`config.mk`:
```
export PLATFORM = sky130hd
export DESIGN_NAME = if_fetch_unit
export DESIGN_NICKNAME = d
export VERILOG_FILES = /design/src/rtl/riscv_pkg.sv /design/src/rtl/fetch_fifo.sv /design/src/rtl/if_fetch_unit.sv
export SDC_FILE = /design/constraint.sdc
export NUM_CORES = 1
export LEC_CHECK = 0
export CAP_MARGIN = 40
export CORE_MARGIN = 5
export CORE_UTILIZATION = 37
export CTS_BUF_LIST = sky130_fd_sc_hd__clkbuf_16
export CTS_CLUSTER_DIAMETER = 120
export DETAILED_ROUTE_END_ITERATION = 12
export PLACE_DENSITY = 0.59
export SYNTH_ARGS = -nofsm -noshare
export SYNTH_HDL_FRONTEND = slang
export SYNTH_HIERARCHICAL = 1
export SYNTH_SLANG_ARGS = --single-unit
```
`constraint.sdc`:
```
create_clock -name clk -period 14.2 [get_ports clk]
set_clock_uncertainty 0.15 [all_clocks]
set_input_delay 4.26 -clock clk [delete_from_list [all_inputs] [get_ports clk]]
set_output_delay 4.26 -clock clk [all_outputs]
set_load 0.02 [all_outputs]
```
`src/rtl/riscv_pkg.sv`:
```
// Shared definitions for the 32I core front end.
//   XLEN             - architectural register / address width
//   RESET_PC_DEFAULT - fetch address after reset unless a block overrides it
//   NOP              - canonical no-op (addi x0, x0, 0)
//   fetch_entry_t    - one buffered fetch result: instruction word plus its PC
package riscv_pkg;

  localparam int unsigned XLEN = 32;
  localparam logic [31:0] RESET_PC_DEFAULT = 32'h0000_0000;
  localparam logic [31:0] NOP = 32'h0000_0013;

  typedef struct packed {
    logic [XLEN-1:0] pc;
    logic [XLEN-1:0] inst;
  } fetch_entry_t;

endpackage

```
`src/rtl/fetch_fifo.sv`:
```
// Synchronous FIFO holding fetched words between imem and decode.
//   clk, reset        - rising-edge clock, asynchronous active-high reset
//   flush             - drops every entry; wins over push and pop in the same cycle
//   push, push_data   - write one entry; accepted when not full, or when full and popping
//   pop, pop_data     - pop_data is the head entry (combinational read); pop ignored when empty
//   count/empty/full  - occupancy
module fetch_fifo #(
  parameter int unsigned Width = 64,
  parameter int unsigned Depth = 4,
  localparam int unsigned PtrW = $clog2(Depth)
) (
  input  logic             clk,
  input  logic             reset,
  input  logic             flush,
  input  logic             push,
  input  logic [Width-1:0] push_data,
  input  logic             pop,
  output logic [Width-1:0] pop_data,
  output logic [PtrW:0]    count,
  output logic             empty,
  output logic             full
);

  logic [Width-1:0] mem_q [Depth];
  logic [PtrW-1:0]  wr_ptr_q, wr_ptr_d, rd_ptr_q, rd_ptr_d;
  logic [PtrW:0]    count_q, count_d;
  logic             do_push, do_pop;

  assign empty    = (count_q == '0);
  assign full     = (count_q == (PtrW + 1)'(Depth));
  assign count    = count_q;
  assign pop_data = mem_q[rd_ptr_q];

  always_comb begin
    do_pop   = pop && !empty;
    // A full FIFO can still take a write when the head leaves in the same cycle.
    do_push  = push && (!full || do_pop);
    wr_ptr_d = wr_ptr_q;
    rd_ptr_d = rd_ptr_q;
    count_d  = count_q;
    if (flush) begin
      wr_ptr_d = '0;
      rd_ptr_d = '0;
      count_d  = '0;
    end else begin
      if (do_push) wr_ptr_d = wr_ptr_q + PtrW'(1);
      if (do_pop)  rd_ptr_d = rd_ptr_q + PtrW'(1);
      count_d = count_q + (PtrW + 1)'(do_push) - (PtrW + 1)'(do_pop);
    end
  end

  always_ff @(posedge clk or posedge reset) begin
    if (reset) begin
      wr_ptr_q <= '0;
      rd_ptr_q <= '0;
      count_q  <= '0;
      for (int i = 0; i < Depth; i++) mem_q[i] <= '0;
    end else begin
      wr_ptr_q <= wr_ptr_d;
      rd_ptr_q <= rd_ptr_d;
      count_q  <= count_d;
      if (do_push && !flush) mem_q[wr_ptr_q] <= push_data;
    end
  end

endmodule

```
`src/rtl/if_fetch_unit.sv`:
```
// Instruction-fetch stage: owns the fetch PC, issues sequential imem requests under a credit
// scheme, buffers responses with their PC and hands them to decode. A redirect reloads both
// PCs, flushes the buffer and arranges for every request already in flight to be discarded.
//   clk, reset                        - rising-edge clock, asynchronous active-high reset
//   pc_src, branch_addr               - redirect request and target (low 2 bits ignored)
//   req_valid, req_ready, req_addr    - imem request channel (req_addr is the fetch PC)
//   resp_valid, resp_data             - in-order imem responses, always accepted
//   inst_valid, inst_ready            - decode handshake
//   inst, inst_pc, inst_pc4           - head instruction, its PC, and PC + 4
module if_fetch_unit import riscv_pkg::*; #(
  parameter int unsigned     XLEN       = riscv_pkg::XLEN,
  parameter logic [XLEN-1:0] RESET_PC   = XLEN'(RESET_PC_DEFAULT),
  parameter int unsigned     FIFO_DEPTH = 4
) (
  input  logic            clk,
  input  logic            reset,
  input  logic            pc_src,
  input  logic [XLEN-1:0] branch_addr,
  output logic            req_valid,
  input  logic            req_ready,
  output logic [XLEN-1:0] req_addr,
  input  logic            resp_valid,
  input  logic [XLEN-1:0] resp_data,
  output logic            inst_valid,
  input  logic            inst_ready,
  output logic [XLEN-1:0] inst,
  output logic [XLEN-1:0] inst_pc,
  output logic [XLEN-1:0] inst_pc4
);

  localparam int unsigned     CntW      = $clog2(FIFO_DEPTH) + 1;
  localparam logic [XLEN-1:0] Four      = XLEN'(4);
  localparam logic [XLEN-1:0] AlignMask = ~XLEN'(3);
  localparam logic [CntW-1:0] CntOne    = CntW'(1);

  logic [XLEN-1:0]   fetch_pc_q, fetch_pc_d;
  logic [XLEN-1:0]   resp_pc_q, resp_pc_d;
  logic [CntW-1:0]   outstanding_q, outstanding_d;
  logic [CntW-1:0]   drop_cnt_q, drop_cnt_d;
  logic [CntW-1:0]   fifo_count;
  logic [CntW:0]     in_use;
  logic              fifo_empty, fifo_full;
  logic [2*XLEN-1:0] fifo_head;
  logic [XLEN-1:0]   head_pc, head_inst, target;
  logic              credit, issue, resp_keep, pop;

  fetch_fifo #(
    .Width (2 * XLEN),
    .Depth (FIFO_DEPTH)
  ) u_fifo (
    .clk       (clk),
    .reset     (reset),
    .flush     (pc_src),
    .push      (resp_keep),
    .push_data ({resp_pc_q, resp_data}),
    .pop       (pop),
    .pop_data  (fifo_head),
    .count     (fifo_count),
    .empty     (fifo_empty),
    .full      (fifo_full)
  );

  // Handshake glue. Every in-flight request reserves a buffer slot, so responses never overflow.
  always_comb begin
    in_use     = {1'b0, outstanding_q} + {1'b0, fifo_count};
    credit     = in_use < (CntW + 1)'(FIFO_DEPTH);
    req_valid  = !reset && !pc_src && credit;
    issue      = req_valid && req_ready;
    resp_keep  = resp_valid && !pc_src && (drop_cnt_q == '0);
    inst_valid = !pc_src && !fifo_empty;
    pop        = inst_valid && inst_ready;
    target     = branch_addr & AlignMask;
  end

  always_comb begin
    fetch_pc_d    = fetch_pc_q;
    resp_pc_d     = resp_pc_q;
    drop_cnt_d    = drop_cnt_q;
    outstanding_d = outstanding_q + CntW'(issue) - CntW'(resp_valid);
    if (pc_src) begin
      fetch_pc_d = target;
      resp_pc_d  = target;
      // outstanding already includes any still-pending stale requests, so after a redirect
      // the whole in-flight set is stale, less the response retired this cycle.
      drop_cnt_d = outstanding_q - CntW'(resp_valid);
    end else begin
      if (issue) fetch_pc_d = fetch_pc_q + Four;
      if (resp_keep) begin
        resp_pc_d = resp_pc_q + Four;
      end else if (resp_valid) begin
        drop_cnt_d = drop_cnt_q - CntOne;
      end
    end
  end

  always_ff @(posedge clk or posedge reset) begin
    if (reset) begin
      fetch_pc_q    <= RESET_PC;
      resp_pc_q     <= RESET_PC;
      outstanding_q <= '0;
      drop_cnt_q    <= '0;
    end else begin
      fetch_pc_q    <= fetch_pc_d;
      resp_pc_q     <= resp_pc_d;
      outstanding_q <= outstanding_d;
      drop_cnt_q    <= drop_cnt_d;
    end
  end

  assign {head_pc, head_inst} = fifo_head;
  assign req_addr = fetch_pc_q;
  assign inst     = fifo_empty ? '0 : head_inst;
  assign inst_pc  = fifo_empty ? '0 : head_pc;
  assign inst_pc4 = fifo_empty ? '0 : head_pc + Four;

  // Credits must make a push into a full buffer impossible unless the head leaves too.
  no_overflow_a : assert property (@(posedge clk) disable iff (reset)
    !(resp_keep && fifo_full && !pop));

endmodule
```
==> results of run 1 <==
==> cell type report <==
cell class / instances / area (um^2) / area share (%)
repair buffers: 215 / 2137 / 10.19
clock buffers: 41 / 1026 / 4.890
multi-input cells: 832 / 8458 / 40.31
flip-flops and latches: 329 / 8240 / 39.28
inverters: 30 / 120.1 / 0.5725
clock inverters: 27 / 239.0 / 1.139
well taps: 607 / 759.5 / 3.620
==> routing by layer <==
| metal | vias up | routed length [um] |
|---|---|---|
| met5 | - | 0 |
| met2 | 237 | 19450 |
| met1 | 5638 | 19280 |
| met4 | 0 | 971 |
| li1 | 4900 | - |
| met3 | 47 | 2152 |
==> layout by cell type (no fill, tap or decap), types with 4 or more instances in the layout <==
cell type	n
dfrtp_1	327
clkdlybuf4s50_1	194
mux2_4	180
mux2_2	87
mux4_2	64
nor2_1	60
nor2b_1	60
nand2_1	53
clkbuf_16	41
nand3_1	40
inv_1	37
xnor2_1	37
o21ai_0	31
xor2_1	30
nand4_1	22
a21oi_1	18
buf_4	18
ha_1	17
nor3_1	14
o211ai_1	14
conb_1	10
and3_1	9
clkinv_1	9
and4_1	8
nor4_1	6
or3_1	6
o311ai_0	5
a21boi_0	5
bufinv_16	5
nand2b_1	4
==> registers in the layout (all words and copies together), names as in the netlist <==
| signal | cells |
|---|---|
| u_fifo/rd_ptr_q | 2 |
| outstanding_q | 3 |
| u_fifo/mem_q | 256 |
| u_fifo/count | 3 |
| req_addr | 30 |
| u_fifo/wr_ptr_q | 2 |
| resp_pc_q | 30 |
| drop_cnt_q | 3 |
==> how the worst max path moves through the flow <==
| stage | slack [ps] | start | endpoint |
|---|---|---|---|
| after floorplan | 2550 | reset | u_fifo/count[0] |
| after global placement | 4020 | reset | req_valid |
| after detailed placement | 4020 | reset | req_valid |
| after CTS | 4000 | reset | req_valid |
| after global routing | 3960 | reset | req_valid |
| final | 4010 | reset | req_valid |
==> per-stage QoR <==
stage	hold WS [ps]	worst slack [ps]	instance area, um^2	utilization (%)	total power [mW]
after detailed placement	327.4	4023	19720	42.35	1.832
after global placement	313.1	4023	19660	42.23	1.816
final	340.9	4006	20980	45.06	2.806
after global routing	360.3	3963	20980	45.06	2.951
after floorplan	302.4	2550	17410	-	1.636
after CTS	339.4	4000	20980	45.06	2.848
==> power breakdown <==
part	switching, mW	internal, mW	leakage, nW
Clock	0.387	0.608	0.651
Combinational	0.264	0.375	3.84
Sequential	0.103	1.07	4.37
==> flow_results.org, run 1 <==
** Run status
- Outcome :: finished clean

** Cells and area
- Filler instances :: 4119
- The finished layout holds 2081 standard cells, fillers aside.
- Relative to the synthesized area, the layout overhead comes to 20.73%.
- The post-route netlist has 29.24% of its cells at a drive strength greater than 1.
- The final layout contains 1535 nets.
- The number of antenna diodes in the final layout is 0.

** Global route
- Final global-route overflow total :: 0
- For met3 alone, demand over resource in global routing was 3.405%.
- For met2 alone, demand over resource in global routing was 25.70%.
- Most congested layer reported by global routing :: met2
- Total routing usage reported by global routing :: 16.21%
- The via count of the first global-routing pass is 11570.
- The first global-routing pass estimated 66340 um of wire.
- Entering global routing, the biggest net connects 118 pins.
- Global-route track usage on met1 :: 22.56%
- Initial antenna violation count :: 0

** Critical path
- Maximum fanout along the worst path :: 3
- Critical path arrival :: 5780 ps
- The setup path with the least slack is of type in2out.
- STA classifies the critical path endpoint as a primary output.
- Cell type of the slowest stage on the worst timing path :: clkdlybuf4s50_1
- Startpoint of the worst-slack reg-to-reg timing path :: u_fifo/count[1]
- On the critical path the largest part of the delay comes from buffers and inverters.
- Critical Path Start Type :: input pin
- The worst register-to-register path ends at u_fifo/count[2].
- Reg-to-reg slack, setup :: 9970 ps
- Stages on the worst setup path :: 4
- By instance count, the cell type seen most on the critical path is clkdlybuf4s50_1.
- Buf+Inv Stages, Crit Path :: 2
- WP data required :: 9790 ps
- Crit path largest cell delay :: 610 ps
- Walking the worst path, the cells encountered are clkdlybuf4s50_1, nor2_1, and3_1, clkdlybuf4s50_1.
- R2R cell count :: 15

** Synth
- During synthesis, Yosys emitted a total of 6 warnings.
- The mapped netlist covers 17380 um^2.
- Each instance of the synthesized netlist takes up on average 13.82 um^2.
- Count of mapped cells out of synthesis :: 1257

** Floorplan
- FP Rows :: 79
- Measured along the y axis, the die boundary spans 226.7 um.
- Floorplan die area :: 51400 um^2
- Number of top-level pins :: 200
- From left edge to right edge, the die measures 226.7 um.
- Area inside the core boundary :: 46560 um^2
- Initial core utilization :: 37.33%

** STA
- The clock period could shrink to 10190 ps.
- For the pin with the worst max-slew slack, the measured transition is 878.2 ps.
- After routing, the total negative slack on setup checks comes to 0 ps.
- Setup violations remaining at the end of the flow were counted as 0.
- Maximum clock frequency :: 98.09 MHz
- The count of endpoints failing hold in the final timing report came to 0.
- Count of pins over their slew limit :: 0
- In this run the tightest slew margin relative to its limit is 41.45%.
- Setup repair after global routing missed its margin :: no
- The final critical path takes up 71.79% of the cycle.

** Clock tree
- Clock latency at the later pin of the worst-skew pair :: 540 ps
- TritonCTS clock tree :: built
- After clock tree synthesis, the clock-pin slew on the worst setup and hold paths is 50 ps.
- Post-CTS timing repair inserted 0 buffers for setup.
- The tree is rooted in a clkbuf_16.
- Max Root-Sink Buffers :: 3
- For this design, the CTS-stage hold fixing added 0 buffers.
- H-tree depth :: 2
- Total clock buffers created by CTS :: 38
- Num Clock Sinks :: 329
- Count of cells resized by post-cts repair :: 0

** Pwr
- Leakage Power :: 8.865 nW
- Power spread over the standard cell area amounts to 133.8 nW/um^2.
- Max IR drop VDD :: 0.1112 mV

** Placement
- Port Buffers :: 195
- DP Cell Count :: 2013
- The wire-length estimate of the detail-placed layout is 27480 um.
- Routability-driven placement finished with a final weighted congestion of 0.7466.

** Drt
- Number of violations reported at the end of detailed-routing iteration 0 :: 588
- Number of remaining DRC errors :: 0
- Dividing the detail-routed via count by the number of cells gives 5.200.
- Via count :: 10820
- Aggregate routed wire length :: 41860 um
- The pre-antenna-repair detailed-routing pass consisted of 4 iterations.
- Routed length per instance :: 20.11 um
- Antenna Nets Post-Route :: 0

** Worst hold path
- Counting instances, the worst hold path has a depth of 1.
- In this run the most critical hold path is launched from u_fifo/mem_q[126].
- The worst hold path terminates at u_fifo/mem_q[126].
- Type of the most critical hold path :: reg2reg

** Job
- Max-cap check violation count :: 0
No activity file was read; power rests on OpenSTA's default activity.
==> run 2: changes to the inputs <==
--- a/config.mk
+++ b/config.mk
@@ -11,7 +11,7 @@
 export CTS_BUF_LIST = sky130_fd_sc_hd__clkbuf_16
 export CTS_CLUSTER_DIAMETER = 120
 export DETAILED_ROUTE_END_ITERATION = 12
-export PLACE_DENSITY = 0.59
+export PLACE_DENSITY = 0.61
 export SYNTH_ARGS = -nofsm -noshare
 export SYNTH_HDL_FRONTEND = slang
 export SYNTH_HIERARCHICAL = 1
==> constraint.sdc (replaced) <==
create_clock -name clk -period 8.7 [get_ports clk]
set_clock_uncertainty 0.15 [all_clocks]
set_input_delay 2.61 -clock clk [delete_from_list [all_inputs] [get_ports clk]]
set_output_delay 2.61 -clock clk [all_outputs]
set_load 0.02 [all_outputs]
==> run 2 against run 1 <==
Sequential share of layout area increased by 0.11 points. Flip-flop and latch count unchanged. Count of clock-buffer cells in the layout decreased by 3. Clock power increased by 51%. Combinational power increased by 63%. Final area decreased by 0.28%. Global-route usage increased by 0.11 points. First-iteration DRC count decreased by 5.1%. Non-clock buffer count increased by 1. Final cell count about the same. Critical path type is now reg2out. Largest cell class unchanged.
==> flow_results.org, run 2 (synthesis gave the netlist of run 1 again) <==
** STA
- Post-route fraction of the period consumed by the critical path :: 81.18%
- The final count of pins violating max slew is 0 (unchanged).
- The worst path needs 7063 ps of the cycle, external delays included.
- The final setup violation count is 0 (unchanged).
- The sum of negative setup slack came to 0 ps (unchanged).
- Worst Slack Setup Final :: 1637 ps (-2368 ps)
- Setup repair after global routing left no endpoint under its margin.
- Final Hold Slack :: 335.2 ps (-5.712 ps)
- Tightest Pin Transition :: 939.4 ps (+61.14 ps)
- Maximum clock frequency :: 141.6 MHz
- The count of endpoints failing hold in the final timing report came to 0 (unchanged).
- The worst max-slew margin expressed relative to the limit was 37.38% (-4.1 points).

** Drt
- The number of design-rule violations left by the first detailed-router iteration was 558 (-5.1%).
- Routed length per instance :: 20.39 um (+1.4%)
- The number of detailed-routing iterations run before antenna repair is 4 (unchanged).
- Aggregate routed wire length :: 42390 um (+1.3%)
- Antenna Nets Post-Route :: 0 (unchanged)
- The vias after detailed routing was 10820 (+0.018%).
- The DRC violation count after routing came to 0 (unchanged).
- Vias per inst :: 5.206 (+0.11%)

** Run status
- The flow ran to the end, and the final reports show no timing, DRC or antenna violations.

** Placement
- DP Cell Count :: 2014 (+0.050%)
- Detailed-placement wirelength estimate :: 27730 um (+0.88%)
- The count of buffers inserted at the top-level ports came to 195 (unchanged).
- Placed inst area :: 19770 um^2 (+0.27%)
- The global placement routability congestion is 0.7795 (+4.4%).
- The minimum setup slack after placement is 1815 ps (-2209 ps).

** Floorplan
- Die boundary height :: 226.7 um (unchanged)
- Initial core utilization :: 37.33% (unchanged)
- FP Rows :: 79 (unchanged)
- The horizontal die dimension is 226.7 um (unchanged).
- The number of top-level pins was 200 (unchanged).
- The area enclosed by the die boundary was 51400 um^2 (unchanged).
- Area inside the core boundary :: 46560 um^2 (unchanged)

** Global route
- The first-pass GRT wire length is 67070 um (+1.1%).
- Initial antenna violation count :: 0 (unchanged)
- Final global-route overflow total :: 0 (unchanged)
- Via count of the first global-routing pass :: 11700 (+1.2%)
- The pin count of the biggest net entering global routing was 168 (+42%).
- The global router's overall resource usage is 16.32% (+0.11 points).

** Clock tree
- The quantity of hold-fixing buffers added after cts is 0 (unchanged).
- The number of buffers added by the clock tree synthesis step came to 38 (unchanged).
- Max Root-Sink Buffers :: 3 (unchanged)
- Clock latency at the later pin of the worst-skew pair :: 550 ps (about the same)
- Count of cells resized by post-cts repair :: 0 (unchanged)
- Clock tree synthesis selected as its root buffer the cell clkbuf_16.
- The number of sinks handled by clock tree synthesis is 329 (unchanged).
- The number of buffers inserted to repair setup after CTS was 0 (unchanged).
- Clock-pin slew reported for the worst setup and hold paths after clock tree synthesis :: 60 ps (about the same)
- The number of levels the H-tree was split into is 2 (unchanged).
- TritonCTS clock tree :: built

** Cells and area
- Commonest non-fill, non-tap cell in the layout :: dfrtp_1
- The top cell types in the final layout, fill and taps aside, are dfrtp_1, clkdlybuf4s50_1, mux2_4.
- From synthesis to final layout, the design area changed by 20.39%.
- More flip-flops sit in one register than any other, and that register is u_fifo/mem_q.
- Filler instances :: 4153 (+0.83%)
- The number of antenna cells inserted is 0 (unchanged).
- Layout cell share with drive strength beyond 1 :: 29.69% (+0.45 points)
- Final core occ :: 44.94% (-0.13 points)
- The final-stage net count is 1536 (+0.065%).
- Final instance area :: 20920 um^2 (-0.28%)
- Finished Layout Cells :: 2079 (-0.096%)
- The flip-flop count of the largest register after layout came to 256 (unchanged).

** Pwr
- Post-route total power :: 4.462 mW (+59%)
- Leakage Power :: 8.822 nW (-0.48%)
- The maximum VDD drop is 0.1529 mV (+38%).
- The power per unit of standard cell area is 213.3 nW/um^2 (+59%).

** Critical path
- The setup slack of the worst register-to-register path is 4370 ps (-5600 ps).
- The setup path with the least slack is of type reg2out.
- STA classifies the critical path startpoint as a flop.
- Maximum fanout along the worst path :: 37 (+34)
- The worst setup path is captured at a primary output.
- Critical path arrival :: 4300 ps (-1480 ps)
- The worst endpoint required time is 5940 ps (-3850 ps).

** Worst hold path
- Type of the most critical hold path :: reg2reg

** Job
- Max-cap check violation count :: 0 (unchanged)
run 2: changes by cell type in the layout (fill, tap and decap cells not counted), sizes merged:
cell      change
buf           +1
clkbuf        -3
clkinvlp      +2
bufinv        -3
clkinv        +1
run 2: path summary, 6_finish.rpt:
kind	start	end	cells after the start
max	u_fifo/rd_ptr_q[1]	inst_pc4[14]	7
min	u_fifo/mem_q[125]	u_fifo/mem_q[125]	1
max reg2reg	u_fifo/count[1]	u_fifo/count[2]	15
min reg2reg	u_fifo/mem_q[125]	u_fifo/mem_q[125]	1
max in group asynchronous	reset	u_fifo/mem_q[6]	3
min in group asynchronous	reset	u_fifo/mem_q[103]	2
run 2: layout make-up:
cell class	count	area (um^2)	area share [%]
well taps	607	759.5	3.630
flip-flops and latches	329	8240	39.39
repair buffers	216	2195	10.49
multi-input cells	832	8458	40.43
clock buffers	38	950.9	4.545
clock inverters	27	201.4	0.9629
inverters	30	116.4	0.5562
run 2: where the power goes:
part / total (mW) / switching (mW) / internal (mW)
logic: 1.04 / 0.431 / 0.611
registers: 1.92 / 0.168 / 1.75
clock network: 1.50 / 0.647 / 0.858
run 2: per-layer routing:
| metal | vias to the layer above | global-route usage, % | part of all wire, % |
|---|---|---|---|
| li1 | 4902 | - | - |
| met1 | 5657 | 22.82 | 47 |
| met2 | 216 | 26.21 | 47 |
| met3 | 49 | 3.314 | 4.8 |
| met4 | 0 | 4.153 | 1.8 |
| met5 | - | 0 | 0 |
run 2: worst max-delay path, cell delays in order (launching register included):
cell and delay, ps:
dfrtp_4 860, mux4_2 390, ha_1 220, and4_1 270, nand3_1 570, or3_1 570
a21oi_1 150, clkdlybuf4s50_1 710
